--- src/rtl/sdram_pkg.sv ---
// Shared definitions for the SDRAM arbiter: FSM state and owner encodings,
// the default byte-address width and the byte returned when a transaction
// is abandoned after a timeout.
package sdram_pkg;

  localparam int AW_DEF = 26;

  typedef enum logic [1:0] {
    ST_IDLE = 2'd0,
    ST_BUSY = 2'd1,
    ST_GAP  = 2'd2
  } state_t;

  typedef enum logic {
    OWN_CPU = 1'b0,
    OWN_VID = 1'b1
  } owner_t;

  localparam logic [7:0] RD_FILL = 8'hFF;

endpackage

--- src/rtl/sdram_arb_burst.sv ---
// Video burst tracker: latches the start address and length of a line fetch,
// advances one byte per completed video beat and flags the last beat.
//   clock, reset      : clock, asynchronous active-high reset
//   vid_start         : one-cycle burst start, ignored while a burst runs
//   vid_addr, vid_len : burst start address and length (0 = 256 bytes)
//   beat              : a video transaction completed this cycle
//   burst_addr        : address of the next video byte
//   vid_busy          : burst in progress
//   vid_done          : one-cycle pulse registered with the final beat
module sdram_arb_burst
  import sdram_pkg::*;
#(
  parameter int AW = AW_DEF
) (
  input  logic          clock,
  input  logic          reset,
  input  logic          vid_start,
  input  logic [AW-1:0] vid_addr,
  input  logic [7:0]    vid_len,
  input  logic          beat,
  output logic [AW-1:0] burst_addr,
  output logic          vid_busy,
  output logic          vid_done
);

  // Nine bits so that a length of 0 can stand for a full 256-byte burst.
  logic [8:0] burst_cnt;

  always_ff @(posedge clock or posedge reset) begin
    if (reset) begin
      burst_addr <= '0;
      burst_cnt  <= '0;
      vid_busy   <= 1'b0;
      vid_done   <= 1'b0;
    end else begin
      vid_done <= 1'b0;
      if (!vid_busy) begin
        if (vid_start) begin
          burst_addr <= vid_addr;
          burst_cnt  <= (vid_len == 8'd0) ? 9'd256 : {1'b0, vid_len};
          vid_busy   <= 1'b1;
        end
      end else if (beat) begin
        // Address wraps naturally modulo 2^AW.
        burst_addr <= burst_addr + 1'b1;
        burst_cnt  <= burst_cnt - 1'b1;
        if (burst_cnt == 9'd1) begin
          vid_busy <= 1'b0;
          vid_done <= 1'b1;
        end
      end
    end
  end

endmodule

--- src/rtl/sdram_arbiter.sv ---
// Arbiter sharing the single-port SDRAM byte controller between the CPU
// (random byte reads/writes) and the video line fetcher (read bursts).
// One byte transaction is in flight at a time; video wins contention, but
// after CPU_SLOT consecutive video beats with the CPU waiting, the CPU is
// served. A stuck transaction is abandoned after TMO cycles and flagged.
//   clock, reset                 : clock, asynchronous active-high reset
//   cpu_req/we/addr/wdata        : CPU request (level, held until cpu_ack)
//   cpu_rdata, cpu_ack           : CPU read data with one-cycle completion
//   vid_start/addr/len           : burst start pulse, address, length
//   vid_valid/data/done/busy     : per-byte delivery, last-byte pulse, busy
//   m_mreq/read/write/address/wdata : request to the SDRAM controller
//   m_rdata, m_done              : controller read data and completion
//   err                          : sticky timeout flag
module sdram_arbiter
  import sdram_pkg::*;
#(
  parameter int AW       = AW_DEF,
  parameter int CPU_SLOT = 4,
  parameter int TMO      = 1023
) (
  input  logic          clock,
  input  logic          reset,
  input  logic          cpu_req,
  input  logic          cpu_we,
  input  logic [AW-1:0] cpu_addr,
  input  logic [7:0]    cpu_wdata,
  output logic [7:0]    cpu_rdata,
  output logic          cpu_ack,
  input  logic          vid_start,
  input  logic [AW-1:0] vid_addr,
  input  logic [7:0]    vid_len,
  output logic          vid_valid,
  output logic [7:0]    vid_data,
  output logic          vid_done,
  output logic          vid_busy,
  output logic          m_mreq,
  output logic          m_read,
  output logic          m_write,
  output logic [AW-1:0] m_address,
  output logic [7:0]    m_wdata,
  input  logic [7:0]    m_rdata,
  input  logic          m_done,
  output logic          err
);

  localparam int SW = $clog2(CPU_SLOT + 1);
  localparam int TW = $clog2(TMO + 1);
  localparam logic [SW-1:0] SLOT_MAX = SW'(CPU_SLOT);
  localparam logic [TW-1:0] TMO_LAST = TW'(TMO - 1);

  state_t        state;
  owner_t        owner;
  logic [SW-1:0] starve_cnt;
  logic [TW-1:0] tmo_cnt;
  logic [AW-1:0] burst_addr;
  logic          tmo_hit;
  logic          finish;
  logic          vid_beat;
  logic          cpu_win;
  logic [7:0]    done_data;

  // The counter reaches TMO on the edge where it would step past TMO-1.
  assign tmo_hit   = (tmo_cnt == TMO_LAST);
  assign finish    = (state == ST_BUSY) && (m_done || tmo_hit);
  assign vid_beat  = finish && (owner == OWN_VID);
  // A genuine completion wins over a coincident timeout.
  assign done_data = m_done ? m_rdata : RD_FILL;
  assign cpu_win   = cpu_req && (!vid_busy || (starve_cnt >= SLOT_MAX));

  sdram_arb_burst #(.AW(AW)) u_burst (
    .clock      (clock),
    .reset      (reset),
    .vid_start  (vid_start),
    .vid_addr   (vid_addr),
    .vid_len    (vid_len),
    .beat       (vid_beat),
    .burst_addr (burst_addr),
    .vid_busy   (vid_busy),
    .vid_done   (vid_done)
  );

  always_ff @(posedge clock or posedge reset) begin
    if (reset) begin
      state      <= ST_IDLE;
      owner      <= OWN_CPU;
      starve_cnt <= '0;
      tmo_cnt    <= '0;
      cpu_rdata  <= '0;
      cpu_ack    <= 1'b0;
      vid_valid  <= 1'b0;
      vid_data   <= '0;
      m_mreq     <= 1'b0;
      m_read     <= 1'b0;
      m_write    <= 1'b0;
      m_address  <= '0;
      m_wdata    <= '0;
      err        <= 1'b0;
    end else begin
      cpu_ack   <= 1'b0;
      vid_valid <= 1'b0;
      case (state)
        ST_IDLE: begin
          if (cpu_win) begin
            owner      <= OWN_CPU;
            m_mreq     <= 1'b1;
            m_write    <= cpu_we;
            m_read     <= ~cpu_we;
            m_address  <= cpu_addr;
            m_wdata    <= cpu_wdata;
            starve_cnt <= '0;
            tmo_cnt    <= '0;
            state      <= ST_BUSY;
          end else if (vid_busy) begin
            owner     <= OWN_VID;
            m_mreq    <= 1'b1;
            m_read    <= 1'b1;
            m_write   <= 1'b0;
            m_address <= burst_addr;
            tmo_cnt   <= '0;
            state     <= ST_BUSY;
            // Only beats that keep a waiting CPU out count towards its slot.
            if (cpu_req && (starve_cnt < SLOT_MAX))
              starve_cnt <= starve_cnt + 1'b1;
          end
        end
        ST_BUSY: begin
          if (finish) begin
            m_mreq  <= 1'b0;
            m_read  <= 1'b0;
            m_write <= 1'b0;
            state   <= ST_GAP;
            if (!m_done)
              err <= 1'b1;
            if (owner == OWN_CPU) begin
              cpu_rdata <= done_data;
              cpu_ack   <= 1'b1;
            end else begin
              vid_data  <= done_data;
              vid_valid <= 1'b1;
            end
          end else begin
            tmo_cnt <= tmo_cnt + 1'b1;
          end
        end
        // One idle cycle so the controller sees m_mreq drop.
        ST_GAP:  state <= ST_IDLE;
        default: state <= ST_IDLE;
      endcase
    end
  end

endmodule

--- config.mk ---
export PLATFORM = sky130hd
export DESIGN_NAME = sdram_arbiter
export DESIGN_NICKNAME = d
export VERILOG_FILES = /design/src/rtl/sdram_pkg.sv /design/src/rtl/sdram_arb_burst.sv /design/src/rtl/sdram_arbiter.sv
export SDC_FILE = /design/constraint.sdc
export NUM_CORES = 1
export LEC_CHECK = 0
export CORE_MARGIN = 1.5
export CORE_UTILIZATION = 60
export DETAILED_ROUTE_END_ITERATION = 10
export DONT_BUFFER_PORTS = 1
export HOLD_SLACK_MARGIN = 0.12
export PLACE_DENSITY = 0.78
export SLEW_MARGIN = 0
export SYNTH_ARGS = -nofsm -noshare
export SYNTH_HDL_FRONTEND = slang
export SYNTH_HIERARCHICAL = 1
export SYNTH_SLANG_ARGS = --single-unit
--- constraint.sdc ---
create_clock -name clock -period 6.61 [get_ports clock]
set_clock_uncertainty 0.1 [all_clocks]
set_input_delay 0.3305 -clock clock [delete_from_list [all_inputs] [get_ports clock]]
set_output_delay 0.3305 -clock clock [all_outputs]
set_load 0.01 [all_outputs]
* Yosys cells after proc, flatten, opt, wreduce, memory -nomap -nowiden
Cells that the tools add are included.
Operators by class: add/sub/neg operators 4, bitwise operators 3, multipliers 0, shifts and indexed selects 0, reductions and logical operators 23, multiplexer cells 44, div/mod/pow operators 0, eq/ne operators 7, order comparisons 2
Operator list (count):
- 2-to-1 mux 26 bit | 5
- 2-to-1 mux 9 bit | 4
- 2-to-1 mux 10 bit | 3
- adder 26 x 1 -> 26 bit, second input constant | 1
- 2-to-1 mux 1 bit | 20
- case mux 10 bit (2 select lines) | 1
- AND reduction 3 bit | 6
- adder 10 x 1 -> 10 bit, second input constant | 1
- equality test 10 bit, second input constant | 1
- equality test 9 x 1 -> 1 bit, second input constant | 1
- 2-to-1 mux 3 bit | 3
- subtractor 9 x 1 -> 9 bit, second input constant | 1
- zero test 8 bit | 1
- 2-to-1 mux 8 bit | 1
- AND reduction 2 bit | 4
- nonzero test 2 bit | 4
- 2-to-1 mux 2 bit | 3
- case mux 1 bit (2 select lines) | 3
- logical AND 1 bit | 4
- inequality test 2 bit, second input constant | 2
- case mux 2 bit (2 select lines) | 1
- adder 3 x 1 -> 3 bit, second input constant | 1
- greater-or-equal comparator 3 bit, second input constant | 1
- less-than comparator 3 bit, second input constant | 1
- other kinds (7) | 10
Word-level totals: output and inout port bits 58, memories kept 0, bits of input ports 82, bits in registers 109, logic and storage cells 101, memory bits (writable) 0, ROM bits 0, bits in latches 0

* Depth between registers and ports, before layout
depth in word-level cells 6, mapped depth 10, depth with buffers taken out 10

* Modules after synthesis
The synthesis kept the hierarchy.
By module, submodules not included:
- sdram_arbiter | sequential area each 1801.7 um2, instances 1, cells an instance 280, area each 3171.8 um2
- sdram_arb_burst | sequential area each 925.9 um2, instances 1, cells an instance 245, area each 2253.4 um2

* Least setup slack after synthesis
Ideal clock, no wire load.
kind reg-to-reg, from register tmo_cnt[0], to register u_burst.burst_addr[22], path slack 4.085 ns, cell stages (with the launch flop) 11, setup time 0.137 ns, buffers on the path 1, required time 6.373 ns, data arrival time 2.289 ns, clock period less this slack 2.525 ns, cells stage by stage dfrtp_1 > inv_1 > ha_1 > and4_1 > a31oi_2 > nor2_1 > buf_1 > nand2_1 > nor4_2 > xnor2_1 > a21oi_1
On the way: cells in the longest elaborated chain, start to end 6
RTL lines:
- start: declaration | RTL line sdram_arbiter.sv:54 | logic [TW-1:0] tmo_cnt;
- start signal: assignment | RTL line sdram_arbiter.sv:142 | tmo_cnt <= tmo_cnt + 1'b1;
- equality test 10 bit | RTL line sdram_arbiter.sv:63 | assign tmo_hit = (tmo_cnt == TMO_LAST);
- logical OR 1 bit | RTL line sdram_arbiter.sv:64 | assign finish = (state == ST_BUSY) && (m_done || tmo_hit);
- logical AND 1 bit | RTL line sdram_arbiter.sv:64
- logical AND 1 bit | RTL line sdram_arbiter.sv:65 | assign vid_beat = finish && (owner == OWN_VID);
- via vid_beat | RTL line sdram_arbiter.sv:58 | logic vid_beat;
- inequality test 2 x 1 -> 1 bit (no source line)
- AND reduction 2 bit (no source line)
- end signal: assignment | RTL line sdram_arb_burst.sv:39 | burst_addr <= vid_addr;
- end signal: assignment | RTL line sdram_arb_burst.sv:45 | burst_addr <= burst_addr + 1'b1;
- end: declaration | RTL line sdram_arb_burst.sv:21 | output logic [AW-1:0] burst_addr,
The timed path passes the listed nets, and every way through them passes these cells. A chain may end at the register's enable or synchronous reset.

* Worst setup path in the final report
from register tmo_cnt[0], to register u_burst.burst_addr[9]
Same word-level chain as after synthesis.

==> impl_metrics.py <==
metrics = {
    "sta": {
        "layout_setup_ws_ns": 2.98,
        "finalHoldViolations": 0,
        "rsz0062_at_grt": "no",
        "final.min_clock_period_ns": 3.63,
        "finalCritPeriodShare_pct": 55.0,
        "final_max_slew_viol_count": 0,
        "setup_violations": 0,
        "fin_hold_ws_ns": 0.142,
        "max_freq_mhz": 275,
        "tightest_slew_ns": 1.08,
        "fin_setup_tns_ns": 0,
        "relSlewSlack_pct": 28.0,
    },
    "job": {
        "maxCapViolCount": 0,
    },
    "clocking": {
        "clk-insertion-delay-late_ns": 0.38,
        "clkTransAtPathRegs_ns": 0.12,
        "clockBufferDepth": 2,
        "cts_num_sinks": 109,
        "ctsResizeCount": 0,
        "post_cts_buffers": 0,
        "cts_tree": "done",
        "htree_levels": 3,
        "cts_hold_buf": 80,
        "numCtsBuffers": 9,
        "cts_root_buf": "clkbuf_8",
    },
    "logic_synthesis": {
        "syn_nets": 613,
        "avgSynthCellArea_um2": 10.3,
        "synth-main-ff-cell": "dfrtp_1",
        "synth_area_mm2": 0.00543,
        "synthSimpleGateAreaFrac_pct": 17.4,
        "synthArstFlopShare_pct": 100,
        "synth_top_family_by_area": "compound AO/OA/AOI/OAI gates",
        "synthAdderAreaFrac_pct": 1.38,
        "synth_edf_count": 0,
        "synth_seq_area_share_pct": 50.3,
        "synthXorXnorAreaFrac_pct": 1.94,
        "ys_warn_count": 6,
        "synthMuxAreaShare_pct": 8.35,
        "synthCells": 525,
        "synth-seq-cells": 109,
        "yosysUniqueCellTypes": 67,
        "synth_compound_area_share_pct": 17.9,
    },
    "floorplanning": {
        "die_area_mm2": 0.00962,
        "start_util_pct": 62.2,
        "die_y_um": 98.1,
        "io-pin-count": 140,
        "rows": 34,
        "die_w_um": 98.1,
        "fp.coreArea_mm2": 0.00872,
    },
    "layout": {
        "design_area_mm2": 0.00651,
        "diodes": 0,
        "fin_util_pct": 74.6,
        "nets": 685,
        "syn2layout_area_growth_pct": 19.9,
        "layout-drive-gt1-share_pct": 8.47,
        "stdcell_count": 710,
    },
    "place": {
        "hpwl_um": 9550,
        "io_buffers": 0,
        "placed_area_mm2": 0.00550,
        "preCtsSetupSlack_ns": 3.12,
        "place.gp.congestion": 0.899,
        "dp_cells": 614,
    },
    "global_route": {
        "grt_pass1_vias": 4749,
        "grt.total_usage_pct": 31.3,
        "grt_pass1_wl_um": 23800,
        "grt_overflow": 0,
        "grt_antenna_before_repair": 0,
        "grt_max_degree": 73,
    },
    "power": {
        "peakVddDrop_mv": 0.239,
        "power_density_mw_per_mm2": 400,
        "finalPower_mw": 2.60,
        "power_leakage_nw": 2.81,
    },
    "status": {
        "status": "complete, no violations",
    },
    "hold_path": {
        "min-delay-path-class": "in -> reg",
        "worstHoldEndpoint": "starve_cnt[1]$_DFFE_PP0P_",
        "min-delay-start": "cpu_req",
        "whs_path_depth": 2,
    },
    "routing": {
        "firstDrtPassIters": 5,
        "drtIter0Drc": 312,
        "post_drt_via_cell_ratio": 6.48,
        "num_vias": 4601,
        "ant_nets": 0,
        "drc": 0,
        "wire_per_inst_um": 20.7,
        "wl_um": 14700,
    },
    "worst_setup_path": {
        "cp_max_fo": 14,
        "cp-start-kind": "flop",
        "worst_setup_path_end_kind": "flop",
        "r2r_start": "tmo_cnt[0]$_DFFE_PP0P_",
        "critical_path_class": "reg -> reg",
        "r2r_slack_ns": 2.98,
        "required_ns": 6.75,
        "r2r_cells": 9,
        "r2r_end": "u_burst/burst_addr[9]$_DFFE_PP0P_",
        "cp.arrival_ns": 3.77,
    },
}
## routing by layer
metal	wire [um]	global-route usage [%]	vias up
met5	0	0	-
met4	369	13.3	0
met3	1120	7.59	36
met2	7570	54.0	230
met1	5620	37.5	2251
li1	-	-	2084
## critical path: stages (launching register included)
cell      delay (ns)
dfrtp_1         0.42
inv_1           0.10
ha_1            0.15
and4_1          0.32
a31oi_2         0.20
nor2_1          0.87
nand2_1         0.36
or3_1           0.53
o211ai_1        0.24
o311ai_0        0.20
## area by class of cell
type,count,area [um^2]
inverter,11,41.3
clock inverter,7,83.8
clock buffer,9,124
timing repair buffer,85,838
tap,108,135
fill,577,2210
sequential,109,2730
multi-input combinational,381,2560
## flip-flops by register name (all words and copies together) (netlist names), 3 cells and up
register	cells
starve_cnt	3
tmo_cnt	10
cpu_rdata	8
m_wdata	8
vid_data	8
u_burst/burst_cnt	9
u_burst/burst_addr	26
m_address	26
## cell families after synthesis
logic type	after synthesis
XOR/XNOR	12
adder cells (fa/ha/maj)	6
flip-flops	109
AO/OA/AOI/OAI	142
buffers and inverters	35
multiplexers	44
AND/OR/NAND/NOR	177
## layout by cell type (no fill, tap or decap), types with 6 or more instances in the layout
cell | Yosys | final
mux2i_1 | 34 | 34
dfrtp_1 | 109 | 109
ha_1 | 6 | 6
clkbuf_8 | 0 | 9
nor2b_1 | 10 | 10
o22a_1 | 14 | 14
xnor2_1 | 7 | 7
nand2_1 | 67 | 67
nor3_1 | 7 | 7
o211ai_1 | 6 | 6
nor4_1 | 6 | 6
o21ai_0 | 40 | 40
a21oi_1 | 19 | 19
o311ai_0 | 6 | 6
mux2_2 | 10 | 10
inv_1 | 10 | 9
dlygate4sd3_1 | 0 | 80
nor2_1 | 28 | 28
o22ai_1 | 7 | 7
and4_1 | 7 | 7
a311oi_1 | 7 | 7
a211oi_1 | 7 | 7
nand3_1 | 12 | 12
## worst max-delay path by stage
stage | from | endpoint | slack (ns) | depth (start not counted)
2_1_floorplan | tmo_cnt[0]$_DFFE_PP0P_ | u_burst/burst_addr[22]$_DFFE_PP0P_ | 4.08 | 10
3_3_place_gp | tmo_cnt[0]$_DFFE_PP0P_ | u_burst/burst_cnt[5]$_DFFE_PP0P_ | 3.37 | 10
3_5_place_dp | tmo_cnt[0]$_DFFE_PP0P_ | u_burst/burst_cnt[5]$_DFFE_PP0P_ | 3.12 | 10
4_1_cts | tmo_cnt[0]$_DFFE_PP0P_ | u_burst/burst_cnt[5]$_DFFE_PP0P_ | 3.12 | 10
5_1_grt | tmo_cnt[0]$_DFFE_PP0P_ | u_burst/burst_addr[15]$_DFFE_PP0P_ | 2.69 | 10
6_report | tmo_cnt[0]$_DFFE_PP0P_ | u_burst/burst_addr[9]$_DFFE_PP0P_ | 2.98 | 9
## synth_stat cells, types with 4 or more instances
cell | number | area [um^2]
and3_1 | 4 | 25.0
ha_1 | 6 | 75.1
a22o_1 | 4 | 35.0
xnor2_1 | 7 | 61.3
o211ai_1 | 6 | 45.0
a211oi_1 | 7 | 52.6
mux2_2 | 10 | 113
or3_1 | 4 | 25.0
nor2_1 | 28 | 105
nand3_1 | 12 | 60.1
inv_1 | 10 | 37.5
o311ai_0 | 6 | 52.6
buf_2 | 6 | 30.0
nand2_1 | 67 | 251
nor4_1 | 6 | 37.5
dfrtp_1 | 109 | 2730
xor2_1 | 5 | 43.8
a21oi_1 | 19 | 95.1
and4_1 | 7 | 61.3
o22ai_1 | 7 | 43.8
nor3_1 | 7 | 35.0
a21o_1 | 4 | 30.0
nand4_1 | 5 | 31.3
o21ai_0 | 40 | 200
o21a_1 | 5 | 37.5
nor2b_1 | 10 | 62.6
o22a_1 | 14 | 123
a311oi_1 | 7 | 61.3
o21ai_1 | 4 | 20.0
clkbuf_1 | 11 | 41.3
buf_1 | 4 | 15.0
mux2i_1 | 34 | 340
## power by group
| group | internal (mW) | switching (mW) | total [mW] |
|---|---|---|---|
| combinational | 0.391 | 0.469 | 0.860 |
| sequential | 0.942 | 0.380 | 1.32 |
| clock | 0.154 | 0.267 | 0.421 |
| total | 1.49 | 1.12 | 2.60 |
No activity file was read; power rests on OpenSTA's default activity.
